### config.mk
export PLATFORM = sky130hd
export DESIGN_NAME = uart_tx_arbiter
export DESIGN_NICKNAME = d
export VERILOG_FILES = /design/src/rtl/uart_pkg.sv /design/src/rtl/uart_byte_fifo.sv /design/src/rtl/uart_tx_arbiter.sv
export SDC_FILE = /design/constraint.sdc
export NUM_CORES = 1
export LEC_CHECK = 0
export BUFFER_PORTS_ARGS = -buffer_cell sky130_fd_sc_hd__buf_2
export CAP_MARGIN = 20
export CORE_MARGIN = 10
export CORE_UTILIZATION = 30
export DETAILED_ROUTE_END_ITERATION = 10
export GPL_TIMING_DRIVEN = 0
export PLACE_DENSITY = 0.51
export SLEW_MARGIN = 0
export SYNTH_ARGS = -nofsm -noshare
export SYNTH_HDL_FRONTEND = slang
export SYNTH_SLANG_ARGS = --single-unit
### constraint.sdc
create_clock -name uart_samplig_clk -period 6.9 [get_ports uart_samplig_clk]
set_input_delay 0.69 -clock uart_samplig_clk [delete_from_list [all_inputs] [get_ports uart_samplig_clk]]
set_output_delay 0.69 -clock uart_samplig_clk [all_outputs]
set_load 0.02 [all_outputs]
### src/rtl/uart_pkg.sv
// Shared defaults, FSM encoding and grant helper for the UART transmit arbiter.
package uart_pkg;

  localparam int unsigned DATA_W_DEF = 8;
  localparam int unsigned DEPTH_DEF  = 4;

  typedef enum logic {
    ST_IDLE    = 1'b0,
    ST_PRESENT = 1'b1
  } tx_state_e;

  // Alternate on contention, otherwise serve whichever requester has data.
  function automatic logic pick_grant(input logic avail0, input logic avail1,
                                      input logic last_grant);
    if (avail0 && avail1) return ~last_grant;
    return avail1;
  endfunction

endpackage

### src/rtl/uart_byte_fifo.sv
// Per-requester byte FIFO; ready is registered so it reads low throughout reset.
module uart_byte_fifo
  import uart_pkg::*;
#(
  parameter int unsigned DATA_W = DATA_W_DEF,
  parameter int unsigned DEPTH  = DEPTH_DEF
) (
  input  logic                     clk,
  input  logic                     reset,
  input  logic                     push,
  input  logic [DATA_W-1:0]        push_data,
  input  logic                     pop,
  output logic [DATA_W-1:0]        pop_data_c,
  output logic                     ready,
  output logic                     full_c,
  output logic                     empty_c,
  output logic [$clog2(DEPTH):0]   count
);

  localparam int unsigned PTR_W = $clog2(DEPTH);
  localparam int unsigned CNT_W = PTR_W + 1;
  localparam logic [CNT_W-1:0] FULL_CNT = CNT_W'(DEPTH);

  logic [DATA_W-1:0] mem [DEPTH];
  logic [PTR_W-1:0]  wr_ptr;
  logic [PTR_W-1:0]  rd_ptr;
  logic [CNT_W-1:0]  count_nxt;
  logic              do_push;
  logic              do_pop;

  assign full_c     = (count == FULL_CNT);
  assign empty_c    = (count == '0);
  assign do_push    = push && !full_c;
  assign do_pop     = pop && !empty_c;
  assign pop_data_c = mem[rd_ptr];

  always_comb begin
    count_nxt = count;
    case ({do_push, do_pop})
      2'b10:   count_nxt = count + CNT_W'(1);
      2'b01:   count_nxt = count - CNT_W'(1);
      default: count_nxt = count;
    endcase
  end

  // Ready follows the post-edge count, so a pop while full frees space one cycle later.
  always_ff @(posedge clk) begin
    if (reset) begin
      wr_ptr <= '0;
      rd_ptr <= '0;
      count  <= '0;
      ready  <= 1'b0;
    end else begin
      if (do_push) wr_ptr <= wr_ptr + PTR_W'(1);
      if (do_pop)  rd_ptr <= rd_ptr + PTR_W'(1);
      count <= count_nxt;
      ready <= (count_nxt < FULL_CNT);
    end
  end

  always_ff @(posedge clk) begin
    if (!reset && do_push) mem[wr_ptr] <= push_data;
  end

endmodule

### src/rtl/uart_tx_arbiter.sv
// Two-requester round-robin arbiter feeding a single byte stream to the UART transmitter.
module uart_tx_arbiter
  import uart_pkg::*;
#(
  parameter int unsigned DATA_W = DATA_W_DEF,
  parameter int unsigned DEPTH  = DEPTH_DEF
) (
  input  logic              uart_samplig_clk,
  input  logic              reset,
  input  logic              in0_valid,
  output logic              in0_ready,
  input  logic [DATA_W-1:0] in0_data,
  input  logic              in1_valid,
  output logic              in1_ready,
  input  logic [DATA_W-1:0] in1_data,
  output logic              tx_valid,
  input  logic              tx_ready,
  output logic [DATA_W-1:0] tx_data,
  output logic              tx_src
);

  localparam int unsigned CNT_W = $clog2(DEPTH) + 1;

  logic              push0, push1, pop0, pop1;
  logic [DATA_W-1:0] data0_c, data1_c;
  logic              full0_c, full1_c, empty0_c, empty1_c;
  logic [CNT_W-1:0]  count0, count1;
  logic              any_c;
  logic              grant;
  logic              load;
  tx_state_e         state, state_nxt;
  logic              last_grant, last_nxt;
  logic [DATA_W-1:0] data_nxt;
  logic              src_nxt;

  assign push0 = in0_valid && in0_ready;
  assign push1 = in1_valid && in1_ready;
  assign any_c = !empty0_c || !empty1_c;

  uart_byte_fifo #(.DATA_W(DATA_W), .DEPTH(DEPTH)) u_fifo0 (
    .clk(uart_samplig_clk), .reset(reset),
    .push(push0), .push_data(in0_data),
    .pop(pop0), .pop_data_c(data0_c),
    .ready(in0_ready), .full_c(full0_c), .empty_c(empty0_c), .count(count0)
  );

  uart_byte_fifo #(.DATA_W(DATA_W), .DEPTH(DEPTH)) u_fifo1 (
    .clk(uart_samplig_clk), .reset(reset),
    .push(push1), .push_data(in1_data),
    .pop(pop1), .pop_data_c(data1_c),
    .ready(in1_ready), .full_c(full1_c), .empty_c(empty1_c), .count(count1)
  );

  // Next-state, grant and output-register load.
  always_comb begin
    state_nxt = state;
    data_nxt  = tx_data;
    src_nxt   = tx_src;
    last_nxt  = last_grant;
    load      = 1'b0;
    pop0      = 1'b0;
    pop1      = 1'b0;
    grant     = pick_grant(!empty0_c, !empty1_c, last_grant);
    case (state)
      ST_IDLE: load = any_c;
      ST_PRESENT: begin
        if (tx_ready) begin
          load = any_c;
          if (!any_c) state_nxt = ST_IDLE;
        end
      end
      default: state_nxt = ST_IDLE;
    endcase
    if (load) begin
      state_nxt = ST_PRESENT;
      data_nxt  = grant ? data1_c : data0_c;
      src_nxt   = grant;
      last_nxt  = grant;
      pop0      = !grant;
      pop1      = grant;
    end
  end

  always_ff @(posedge uart_samplig_clk) begin
    if (reset) begin
      state      <= ST_IDLE;
      tx_data    <= '0;
      tx_src     <= 1'b0;
      last_grant <= 1'b1;
    end else begin
      state      <= state_nxt;
      tx_data    <= data_nxt;
      tx_src     <= src_nxt;
      last_grant <= last_nxt;
    end
  end

  assign tx_valid = (state == ST_PRESENT);

  // A full FIFO must never advertise room, and occupancy never exceeds DEPTH.
  a_full0: assert property (@(posedge uart_samplig_clk) disable iff (reset)
                            full0_c |-> !in0_ready);
  a_full1: assert property (@(posedge uart_samplig_clk) disable iff (reset)
                            full1_c |-> !in1_ready);
  a_cnt: assert property (@(posedge uart_samplig_clk) disable iff (reset)
                          (count0 <= CNT_W'(DEPTH)) && (count1 <= CNT_W'(DEPTH)));

endmodule

After elaboration in Yosys (flattened, before gate mapping)
Memories as Yosys holds them, arrays and structs flattened. A register that Yosys moved wholly into a read port is not among the register bits.
Cells that the tools add are included.
{"block": "totals", "word_cells": 72, "rom_bits": 0, "output_inout_bits": 12, "inputBits": 21, "ramBits": 64, "ff_bits": 27, "latchBits": 0, "mem_count": 2}
{"block": "classes", "n_lt_le_gt_ge": 2, "mux": 22, "bitwise_logic": 2, "eq_ne": 6, "n_shift": 0, "n_addsub": 8, "div_mod_pow": 0, "n_mul": 0, "n_reduce_logical": 18}
{"name": "u_fifo0.mem", "words": 4, "word_bits": 8, "read_ports": 1, "rd_ports_with_merged_regs": 1, "write_ports": 1, "line_no": "uart_byte_fifo.sv:24", "text": "logic [DATA_W-1:0] mem [DEPTH];"}
{"name": "u_fifo1.mem", "words": 4, "word_bits": 8, "read_ports": 1, "rd_ports_with_merged_regs": 1, "write_ports": 1, "line_no": "uart_byte_fifo.sv:24"}
{"cell": "1-bit 2-to-1 mux", "count": 14}
{"cell": "3-bit case mux with 2 select lines", "count": 2}
{"cell": "1-bit logical AND", "count": 9}
{"cell": "2-bit by 1-bit adder with 2-bit output (second input constant)", "count": 4}
{"cell": "2-bit 2-to-1 mux", "count": 4}
{"cell": "8-bit 2-to-1 mux", "count": 1}
{"cell": "3-bit by 1-bit adder with 3-bit output (second input constant)", "count": 2}
{"cell": "3-bit == test (second input constant)", "count": 2}
{"cell": "1-bit logical NOT", "count": 6}
{"cell": "3-bit logical NOT", "count": 2}
{"cell": "3-bit < comparator (second input constant)", "count": 2}
{"cell": "3-bit by 1-bit subtractor with 3-bit output (second input constant)", "count": 2}
{"cell": "2-bit by 1-bit == test with 1-bit output (second input constant)", "count": 2}
{"cell": "2-bit == test (second input constant)", "count": 2}
{"cell": "1-bit inverter", "count": 2}
{"cell": "1-bit case mux with 2 select lines", "count": 1}
{"cell": "1-bit logical OR", "count": 1}

Longest topological paths before layout
Gate-level depths: netlist of run 1.
{"block": "depth", "depth_word": 11, "depth_mapped": 10, "mapped_depth_nobuf": 9}

Cells and area by module
A second synthesis of run 1 with hierarchy kept.
{"block": "hier_totals", "hier_cells": 257, "area_unflattened_um2": 3918.8}
{"mod": "uart_byte_fifo", "seq_area_each_um2": 1161.1, "area_each_um2": 1671.6, "cells_each": 95, "n_inst": 2}
{"mod": "uart_tx_arbiter", "seq_area_each_um2": 220.2, "area_each_um2": 575.6, "cells_each": 67, "n_inst": 1}

Least setup slack after synthesis of run 1
Ideal clock, no wire load.
{"block": "synth_timing", "path_type": "register to register", "from": "reg u_fifo1.count[1]", "to": "reg (tool-made name)", "synth_period_minus_slack_ps": 2310, "t_arrival_ps": 2182, "path_slack_ps": 4590, "required_time_ps": 6772, "n_path_buf": 1, "setup_ps": 128, "path_stages_with_launch": 11, "path_cell_list": "dfxtp_1 or3_1 buf_2 o21ai_0 a21oi_1 ha_1 fa_1 xnor2_1 nor2_1 xnor2_1 nor2b_1"}
{"element": "start, declared", "line_no": "uart_byte_fifo.sv:17", "text": "output logic [$clog2(DEPTH):0] count"}
{"element": "start signal, assigned", "line_no": "uart_byte_fifo.sv:56", "text": "count <= count_nxt;"}

==> summary.md, run 1 <==
| Metric | Value |
|---|---|
| Status | `finished, final reports clean` |
| CP max stage cell | `clkbuf_1` |
| Met1 wire length | `3400 um` |
| Most frequent cells in the layout | `64 x edfxtp_1, 36 x buf_2, 31 x dfxtp_1` |
| CTS H-tree lvls | `3` |
| CP Cell Sequence | `o31ai_1 > clkbuf_1 > a21oi_1 > ha_1 > fa_1 > xnor2_1 > nor2_1 > xnor2_1 > nor2b_1` |
| Cts hold-fix bufs | `0` |
| DP HPWL | `4960 um` |
| Area grow syn2layout | `17.8%` |
| Top cell by count, worst path | `xnor2_1` |
| Reg2Reg Depth | `9` |
| PD cells | `408 nW/um^2` |
| Crit-path max FO | `10` |
| # resized after CTS | `0` |
| Uppermost layer routed | `met4` |
| RSZ-0062 raised after global routing | `false` |
| All-Layer GR Usage | `8.45%` |
| Synth top area share | `51.5%` |
| Cells after Synth | `242` |
| Slew of the pin with the lowest slew margin | `0.675 ns` |
| IO Pins | `33` |
| Num Clock Sinks | `95` |
| Clock Path Buffers | `2` |
| Top cells by area in the synthesized netlist | `edfxtp_1 51%, dfxtp_1 17%, mux4_2 9.7%` |
| Clk root buf | `clkbuf_16` |
| Ant. Diodes | `0` |
| Most common cell after layout, fill and taps aside | `edfxtp_1` |
| Clock tree from TritonCTS | `done` |
| CTS buffer count | `9` |
| Port bufs | `32` |
| Hold_ws | `0.462 ns` |
| Die Area | `17300 sq um` |
| Post-Syn Area | `3730 sq um` |
| GR Overflow Total | `0` |
| Reg2reg start | `u_fifo0.count[1]` |
| Largest net degree at the start of global routing | `17` |
| Primary FF master, synth | `edfxtp_1` |
| Sum Neg Setup Slack | `0 ns` |
| Syn nets | `about 280` |
| Period Utilization, post-route | `36.7%` |
| Via density | `4.38` |
| Slew HR | `54.3%` |
| Post-synth EDFFs | `64` |
| Worst R2R Setup Slack | `roughly 4.4 ns` |
| Drt drc | `0` |
| Min-Delay Path Class | `register to register` |
| Startpoint class of the critical path | `register` |
| Peak supply drop | `0.120 mV` |
| Worst path required time | `7.17 ns` |
| Post-route ant nets | `0` |
| DR pass1 iterations | `4` |
| Initial antenna violation count | `0` |
| DIE WIDTH | `roughly 130 um` |
| Met2 WL | `3240 um` |
| Leak | `1.57 nW` |
| RD Place Congestion | `0.701` |
| CP startpoint | `u_fifo0.count[1]` |
| Final min period | `2.53 ns` |
| Initial Util | `30.8%` |
| Dominant cell type by area after synthesis | `edfxtp_1` |
| Crit end category | `register` |
| Synthesis Warnings | `0` |
| Top cell family by delay on the critical path | `adder cells` |
| Final Net Count | `318` |
| Max-cap viol count | `0` |
| Chip height | `between 100 and 150 um` |
| Avg Inst Size Synth | `15.4 sq um` |
| Final setup fails | `0` |
| Vias in the first global route | `2201` |
| Global-route wire length before repair | `around 12000 um` |
| Max incr delay on CP | `around 0.4 ns` |
| Setup bufs post-CTS | `0` |
| Clock latency on the worst-skew pair | `between 0.3 and 0.4 ns` |
| Final hold violations | `0` |
| Ratio of cells with drive above 1 in the final layout | `between 20% and 30%` |
| Core area | `12100 sq um` |
| Post-synthesis sequential area ratio | `68.1%` |
| WL/cell | `15.4 um` |
| Critical Path AT | `~2.8 ns` |
| Worst path depth | `9` |
| Slew Limit Fails | `0` |
| Fmax | `395 MHz` |
| Ys async rst share | `0%` |
| Fillers | `approximately 1200` |
| Clock-pin transition on the worst setup and hold timing paths | `0.07 ns` |
| WL met3 | `289 um` |
| Vias post-DR | `2000` |
| Clock Skews | `about 0.0054 ns` |
| Worst path bufs/invs | `1` |
| Drt total wl | `7030 um` |
| #FFs+latches synth | `95` |
| Unique masters post-synth | `31` |
| Critical path type | `register to register` |
| Row count | `40` |
| DR iter-0 viols | `130` |
## cells in the mapped netlist (3+ instances only)
master    count
edfxtp_1     64
dfxtp_1      31
nor2_1       26
mux4_2       16
nand2_1      13
ha_1         10
nand3_1       9
a311oi_1      8
and2_1        8
inv_1         8
a21oi_1       6
clkbuf_1      6
xnor2_1       6
buf_2         4
xor2_1        4
mux2i_1       3
nor2b_1       3
## worst min-delay path by stage
stage / start / endpoint / depth (start not counted)
2_1_floorplan: last_grant / last_grant / 2
3_3_place_gp: tx_src / tx_src / 2
3_5_place_dp: tx_src / tx_src / 2
4_1_cts: tx_src / tx_src / 2
5_1_grt: tx_data[6] / tx_data[6] / 2
6_report: tx_src / tx_src / 2
## per-stage QoR
step	utilization, %	power [mW]	area, sq um	std cells	setup WS, ns
floorplan	-	1.18	3730	242	4.59
detailed placement	33.9	1.32	4100	442	4.39
global placement	33.9	1.32	4100	442	4.37
CTS	36.3	1.82	4400	457	4.37
global route	36.3	1.91	4400	457	4.20
finish	36.3	1.79	4400	457	4.37
## cell families (layout without fill, tap and decap cells)
logic type,after synthesis,after routing,share of synthesized area [%]
AOI/OAI and AO/OA,19,19,3.72
muxes,20,20,10.9
and+or+nand+nor,66,66,8.21
adders and majority gates,12,12,4.42
xor gates and xnor gates,10,10,2.35
buffers and inverters,20,67,2.35
DFF,95,95,68.1
## worst min-delay path, stage by stage, from the launching register on
cell	delay [ns]
dfxtp_1	0.31
nand2_1	0.05
a21oi_1	0.05
## cell type report
cell class / instances / area [sq um] / share of cell area [%]
Clock inverter: 6 / 68.8 / 1.56
Buffer: 12 / 57.6 / 1.31
Tap cell: 168 / 210 / 4.78
Inverter: 8 / 30.0 / 0.683
Sequential cell: 95 / 2540 / 57.8
Clock buffer: 9 / 225 / 5.12
Multi-Input combinational cell: 127 / 1100 / 25.1
Timing Repair Buffer: 32 / 160 / 3.64
## state kept, by name (all words and copies together), names as in the netlist, named ones only
name,flops
u_fifo0.wr_ptr,2
tx_src,1
u_fifo1.ready,1
tx_valid,1
u_fifo0.ready,1
u_fifo0.mem,32
u_fifo1.rd_ptr,2
tx_data,8
last_grant,1
u_fifo0.rd_ptr,2
u_fifo1.count,2
u_fifo0.count,2
u_fifo1.wr_ptr,2
u_fifo1.mem,32
## power breakdown
group,leakage (nW),internal (mW),switching [mW]
combinational,0.592,0.244,0.323
sequential,0.833,0.690,0.0447
clock,0.148,0.283,0.208
total,1.57,1.22,0.576
## layer usage
layer | up-vias | track usage, %
met5 | - | 0
met4 | 0 | 3.34
met3 | 5 | 2.78
met2 | 34 | 12.8
met1 | 986 | 10.9
li1 | 975 | -
Note: power is estimated with default switching activity, not from simulation.
==> run 2: changes to the inputs <==
--- a/config.mk
+++ b/config.mk
@@ -5,6 +5,7 @@
 export SDC_FILE = /design/constraint.sdc
 export NUM_CORES = 1
 export LEC_CHECK = 0
+export ABC_AREA = 1
 export BUFFER_PORTS_ARGS = -buffer_cell sky130_fd_sc_hd__buf_2
 export CAP_MARGIN = 20
 export CORE_MARGIN = 10
==> constraint.sdc (replaced) <==
create_clock -name uart_samplig_clk -period 2.6 [get_ports uart_samplig_clk]
set_input_delay 0.26 -clock uart_samplig_clk [delete_from_list [all_inputs] [get_ports uart_samplig_clk]]
set_output_delay 0.26 -clock uart_samplig_clk [all_outputs]
set_load 0.02 [all_outputs]
==> run 2 against run 1 <==
- die area is 10% higher
- synthesized area is 12% higher
- sequential cell count stayed put
- first-iteration DRC count is 9.2% higher
- clock power grew to 2.6 times the previous value
- sequential power grew to 2.7 times the previous value
==> summary.md, run 2 <==
| Metric | Value |
|---|---|
| CP Cell Sequence | `inv_2 > nand2_1 > nor2_2 > a21oi_4 > nor2_2 > ha_1 > fa_1 > a21oi_1 > o21ai_0 > xor2_1 > inv_1 > nor2_1` |
| Post-synthesis sequential area ratio | `60.6%` |
| Final hold violations | `0` |
| Combinational family with the most area after synthesis | `simple AND/OR/NAND/NOR gates` |
| # resized after CTS | `0` |
| Clk root buf | `clkbuf_16` |
| Port bufs | `31` |
| Chip height | `around 140 um` |
| Switching power | `between 1.5 and 2 mW` |
| Initial antenna violation count | `0` |
| Synth top area share | `about 46%` |
| Dominant cell type by area after synthesis | `edfxtp_1` |
| Sw frac | `37.6%` |
| Synthesis Warnings | `0` |
| PD cells | `about 1100 nW/um^2` |
| Vias in the first global route | `2830` |
| Via density | `4.25` |
| Top cell by count, worst path | `nor2_2` |
| Drt drc | `0` |
| DR iter-0 viols | `around 140` |
| CTS buffer count | `9` |
| Slew HR | `a little over two fifths` |
| Pint | `3.30 mW` |
| Clock Path Buffers | `2` |
| RD Place Congestion | `0.735` |
| Clock latency on the worst-skew pair | `0.35 ns` |
| Mux cell area share after synthesis | `0%` |
| Max incr delay on CP | `0.38 ns` |
| Final setup fails | `0` |
| DR pass1 iterations | `4` |
| Largest net degree at the start of global routing | `16` |
| Ys async rst share | `0%` |
| Initial Util | `30.5%` |
| Cells after Synth | `420` |
| Num Clock Sinks | `95` |
| Synth Area in Compound Gates | `5.37%` |
| Final Net Count | `495` |
| Hold Path Stages | `1` |
| Largest registers | `u_fifo0.mem (32), u_fifo1.mem (32), tx_data (8)` |
| Combinational Power Share | `38.5%` |
| Most common library cells after synthesis | `112 x nand2_1, 64 x edfxtp_1, 60 x inv_1, 39 x nand3_1, 31 x dfxtp_1` |
| GR Overflow Total | `0` |
| Row count | `43` |
| Drt total wl | `8470 um` |
| Fillers | `1415` |
| Final min period | `around 2.2 ns` |
| Sum Neg Setup Slack | `0 ns` |
| DP HPWL | `6090 um` |
| Max-cap viol count | `0` |
| Most common cell after layout, fill and taps aside | `nand2_1` |
| Most numerous cell in the Yosys netlist | `nand2_1` |
| Global-route wire length before repair | `14000 um` |
| Slew Limit Fails | `0` |
| Leak | `2.07 nW` |
| Status | `finished, final reports clean` |
| Synth Area in Simple Gates | `20.5%` |
| Startpoint class of the critical path | `register` |
| Peak supply drop | `0.463 mV` |
| Fmax | `446 MHz` |
| WL/cell | `13.1 um` |
| Unique masters post-synth | `26` |
| Clock Skews | `around 0.015 ns` |
| Setup bufs post-CTS | `0` |
| Critical Path AT | `2.53 ns` |
| Slew of the pin with the lowest slew margin | `0.861 ns` |
| Syn nets | `453` |
| Reg power frac | `between 30% and 40%` |
| Avg Inst Size Synth | `9.99 sq um` |
| Period Utilization, post-route | `86.3%` |
| #FFs+latches synth | `95` |
| Worst path required time | `2.89 ns` |
| Clock tree from TritonCTS | `done` |
| Hold_ws | `0.134 ns` |
| Most frequent cells in the layout | `112 x nand2_1, 64 x edfxtp_1, 60 x inv_1` |
| Post-Syn Area | `approximately 4200 sq um` |
| Synth Area in XOR/XNOR | `0.835%` |
| Top cells by area in the synthesized netlist | `edfxtp_1 46%, dfxtp_1 15%, nand2_1 10%` |
| Post-route ant nets | `0` |
| Ratio of cells with drive above 1 in the final layout | `21.2%` |
| Critical path type | `register to register` |
| Reg2Reg Depth | `12` |
| CP max stage cell | `dfxtp_1` |
| All-Layer GR Usage | `9.12%` |
| DIE WIDTH | `138 um` |
| Core area | `13800 sq um` |
| Power share of the clock group | `24.3%` |
| Min-Delay Path Class | `primary input to register` |
| Cts hold-fix bufs | `0` |
| Primary FF master, synth | `edfxtp_1` |
| Post-Synth Adder-Cell Area | `between 3 and 4%` |
| CTS H-tree lvls | `3` |
| Area grow syn2layout | `16.1%` |
| Ant. Diodes | `0` |
| Vias post-DR | `between 2000 and 3000` |
| Post-synth EDFFs | `64` |
| IO Pins | `33` |
| Die Area | `approximately 19000 sq um` |
| RSZ-0062 raised after global routing | `false` |
| Crit end category | `register` |
| Crit-path max FO | `9` |
| Clock-pin transition on the worst setup and hold timing paths | `~0.070 ns` |
run 2: changes by cell type after synthesis, moves of 9 or more:
cell / change
mux4_2: -16
nand2_1: +99
inv_2: +9
inv_1: +52
nand2_2: +9
nand3_1: +30
a21oi_1: +10
o21ai_0: +9
run 2: kinds of logic (layout without fill, tap and decap cells):
group / count (synthesis) / count (layout)
simple gates: 190 / 190
flops: 95 / 95
buf+inv: 83 / 130
compound gates: 36 / 36
fa+ha+maj: 12 / 12
xor+xnor: 4 / 4
run 2: final cells by class:
| cell class | instances | area (sq um) | area share (%) |
|---|---|---|---|
| Sequential cell | 95 | 2540 | 52.2 |
| Multi-Input combinational cell | 242 | 1280 | 26.4 |
| Inverter | 71 | 272 | 5.58 |
| Clock buffer | 12 | 268 | 5.50 |
| Tap cell | 180 | 225 | 4.62 |
| Timing Repair Buffer | 31 | 155 | 3.19 |
| Buffer | 12 | 96.3 | 1.98 |
| Clock inverter | 4 | 27.5 | 0.565 |
run 2: metrics by stage:
step / area [sq um] / total power [mW] / cells / setup slack [ns] / util [%]
6_report: 4870 / 5.28 / 647 / 0.356 / 35.4
5_1_grt: 4870 / 5.71 / 647 / 0.127 / 35.4
4_1_cts: 4870 / 5.36 / 647 / 0.335 / 35.4
3_5_place_dp: 4570 / 4.07 / 631 / 0.364 / 33.2
3_3_place_gp: 4570 / 4.03 / 631 / 0.386 / 33.2
2_1_floorplan: 4190 / 3.56 / 420 / 0.485 / -
run 2: routing by layer:
metal  part of all wire, %  track usage [%]  up-vias
li1                      -                -     1426
met1                    48             10.9     1276
met2                    47             14.9       41
met3                   3.2             2.29        8
met4                   1.9             4.33        0
met5                     0                0        -
run 2: power groups by stage:
stage / Combinational (mW) / Sequential (mW) / Clock, mW
3_5_place_dp: 2.07 / 2.00 / 0
4_1_cts: 2.08 / 1.97 / 1.31
5_1_grt: 2.33 / 2.00 / 1.38
2_1_floorplan: 1.50 / 2.06 / 0
6_report: 2.03 / 1.97 / 1.28
3_3_place_gp: 2.04 / 2.00 / 0
run 2: path summary, 6_finish.rpt:
path,start,slack (ns),to
worst min-delay path,in0_data[5],0.13,u_fifo0.mem[3][5]
worst min register to register,tx_data[1],0.47,tx_data[1]
worst max register to register,u_fifo1.count[0],0.36,register
worst max-delay path,u_fifo1.count[0],0.36,register
run 2: critical path, delay by kind of cell, from the launching register on:
| kind | cells | cell delay (ns) |
|---|---|---|
| fa+ha+maj | 2 | 0.63 |
| simple gates | 4 | 0.34 |
| xor+xnor | 1 | 0.19 |
| flops | 1 | 0.38 |
| compound gates | 3 | 0.50 |
| buf+inv | 2 | 0.14 |
==> run 3: changes to the inputs <==
--- a/config.mk
+++ b/config.mk
@@ -8,11 +8,12 @@
 export ABC_AREA = 1
 export BUFFER_PORTS_ARGS = -buffer_cell sky130_fd_sc_hd__buf_2
 export CAP_MARGIN = 20
-export CORE_MARGIN = 10
+export CORE_MARGIN = 3
 export CORE_UTILIZATION = 30
 export DETAILED_ROUTE_END_ITERATION = 10
 export GPL_TIMING_DRIVEN = 0
 export PLACE_DENSITY = 0.51
+export RECOVER_POWER = 50
 export SLEW_MARGIN = 0
 export SYNTH_ARGS = -nofsm -noshare
 export SYNTH_HDL_FRONTEND = slang
==> run 3 against run 2 <==
- register-to-register slack got worse by 0.04 ns
- design area decreased by 1.1%
- utilization increased by 0.45 points
==> summary.md, run 3 (synthesis gave the netlist of run 2 again) <==
| Metric | Value |
|---|---|
| PD cells | `1100 nW/um^2` |
| Vias post-DR | `2731` |
| Peak supply drop | `0.572 mV` |
| Num Clock Sinks | `95` |
| Initial antenna violation count | `0` |
| Hold Startpoint | `in0_data[0]` |
| Final setup fails | `0` |
| Sum Neg Setup Slack | `0 ns` |
| Startpoint class of the critical path | `register` |
| Global-route wire length before repair | `14500 um` |
| Sw frac | `37.6%` |
| Die Area | `15400 sq um` |
| Status | `finished, final reports clean` |
| Period Utilization, post-route | `87.7%` |
| Fmax | `roughly 440 MHz` |
| Initial Util | `31.2%` |
| Clock tree from TritonCTS | `done` |
| Hold_ws | `between 0.15 and 0.2 ns` |
| Reg2Reg Depth | `12` |
| Reg power frac | `between 30% and 40%` |
| Slew of the pin with the lowest slew margin | `0.846 ns` |
| Top cell family by delay on the critical path | `adder cells` |
| Pint | `~3.3 mW` |
| Crit end category | `register` |
| Drt drc | `0` |
| Final hold violations | `0` |
| Clock latency on the worst-skew pair | `0.34 ns` |
| Max-cap viol count | `0` |
| Most frequent cells in the layout | `112 x nand2_1, 64 x edfxtp_1, 62 x inv_1` |
| CTS buffer count | `9` |
| Largest net degree at the start of global routing | `16` |
| Core area | `13500 sq um` |
| CTS H-tree lvls | `3` |
| Row count | `42` |
| Reg2reg start | `u_fifo1.count[0]` |
| DR iter-0 viols | `196` |
| Switching power | `around 2.0 mW` |
| GR Overflow Total | `0` |
| Drt total wl | `roughly 8600 um` |
| Min-Delay Path Class | `primary input to register` |
| Port bufs | `31` |
| DP HPWL | `~6000 um` |
| Crit-path max FO | `9` |
| Clk root buf | `clkbuf_16` |
| Final Net Count | `495` |
| Combinational Power Share | `38.2%` |
| Vias in the first global route | `2815` |
| Worst path bufs/invs | `2` |
| Most common cell after layout, fill and taps aside | `nand2_1` |
| Largest registers | `u_fifo0.mem (32), u_fifo1.mem (32), tx_data (8)` |
| Area grow syn2layout | `14.9%` |
| Chip height | `124 um` |
| DIE WIDTH | `124 um` |
| Ant. Diodes | `0` |
| RSZ-0062 raised after global routing | `false` |
| Hold Path Stages | `1` |
| Final Core Density | `35.8%` |
| Final min period | `2.28 ns` |
| Ratio of cells with drive above 1 in the final layout | `between 10 and 15%` |
| Slew Limit Fails | `0` |
| Setup bufs post-CTS | `0` |
| Max incr delay on CP | `around 0.38 ns` |
| CP Cell Sequence | `inv_1 > nand2_1 > nor2_2 > a21oi_4 > nor2_2 > ha_1 > fa_1 > a21oi_1 > o21ai_0 > xor2_1 > inv_1 > nor2_1` |
| Leak | `1.98 nW` |
| All-Layer GR Usage | `about an eighth` |
| Worst R2R Setup Slack | `0.32 ns` |
| Hold worst-path end | `u_fifo0.mem[1][0]` |
| Clock Path Buffers | `2` |
| IO Pins | `33` |
| Worst path required time | `2.88 ns` |
| Critical path type | `register to register` |
| Via density | `4.25` |
| Clock Skews | `0.00914 ns` |
| Clock-pin transition on the worst setup and hold timing paths | `0.06 ns` |
| CP max stage cell | `fa_1` |
| WL/cell | `13.3 um` |
| RD Place Congestion | `0.759` |
| # resized after CTS | `0` |
| Critical Path AT | `approximately 2.6 ns` |
| Slew HR | `a little over two fifths` |
| Post-route ant nets | `0` |
| DR pass1 iterations | `4` |
| Power share of the clock group | `roughly a quarter` |
| Cts hold-fix bufs | `0` |
| Total power draw | `5.30 mW` |
[run 3: cell count changes in the layout (fill, tap and decap cells not counted), sizes merged]
cell and delta:
clkbuf +28, clkinv -2, clkinvlp +1, buf -28
bufinv +1
[run 3: worst max path at each step]
| stage | from | to | depth (start not counted) |
|---|---|---|---|
| global route | u_fifo1.count[0] | register | 12 |
| detailed placement | u_fifo1.count[0] | register | 12 |
| finish | u_fifo1.count[0] | register | 12 |
| floorplan | tx_valid | register | 12 |
| CTS | u_fifo1.count[0] | register | 12 |
| global placement | u_fifo1.count[0] | register | 12 |
[run 3: layer usage]
metal | up-vias | global-route usage (%) | part of all wire [%]
met5 | - | 0 | 0
met4 | 0 | 3.29 | 1.2
met3 | 9 | 4.34 | 3.4
met2 | 34 | 19.9 | 50
met1 | 1255 | 14.7 | 46
li1 | 1433 | - | -
[run 3: cell type report]
type                            count  area, sq um
Buffer                             12         96.3
Clock buffer                       12          246
Clock inverter                      4         46.3
Fill cell                        1392         8640
Inverter                           71          272
Multi-Input combinational cell    242         1270
Sequential cell                    95         2540
Tap cell                          176          220
Timing Repair Buffer               31          120
[run 3: worst reg2reg max path: cells and delay by family (launching register included)]
family	cells	cell delay [ns]
AND/OR/NAND/NOR	4	0.35
adder cells (fa/ha/maj)	2	0.63
XOR/XNOR	1	0.19
buffers and inverters	2	0.17
AO/OA/AOI/OAI	3	0.51
flip-flops	1	0.36
[run 3: power by group through the flow]
stage / Clock (mW) / Sequential (mW) / Combinational [mW]
floorplan: 0 / 2.06 / 1.50
global placement: 0 / 1.99 / 2.06
detailed placement: 0 / 2.00 / 2.10
CTS: 1.35 / 1.97 / 2.10
global route: 1.41 / 2.00 / 2.35
finish: 1.31 / 1.97 / 2.02
[run 3: through the flow]
| stage | area (sq um) | setup WS (ns) | std cells |
|---|---|---|---|
| after global placement | 4570 | 0.389 | 627 |
| after detailed placement | 4570 | 0.351 | 627 |
| final | 4820 | 0.320 | 643 |
| after CTS | 4860 | 0.329 | 643 |
| after floorplan | 4190 | 0.485 | 420 |
| after global routing | 4820 | 0.0477 | 643 |
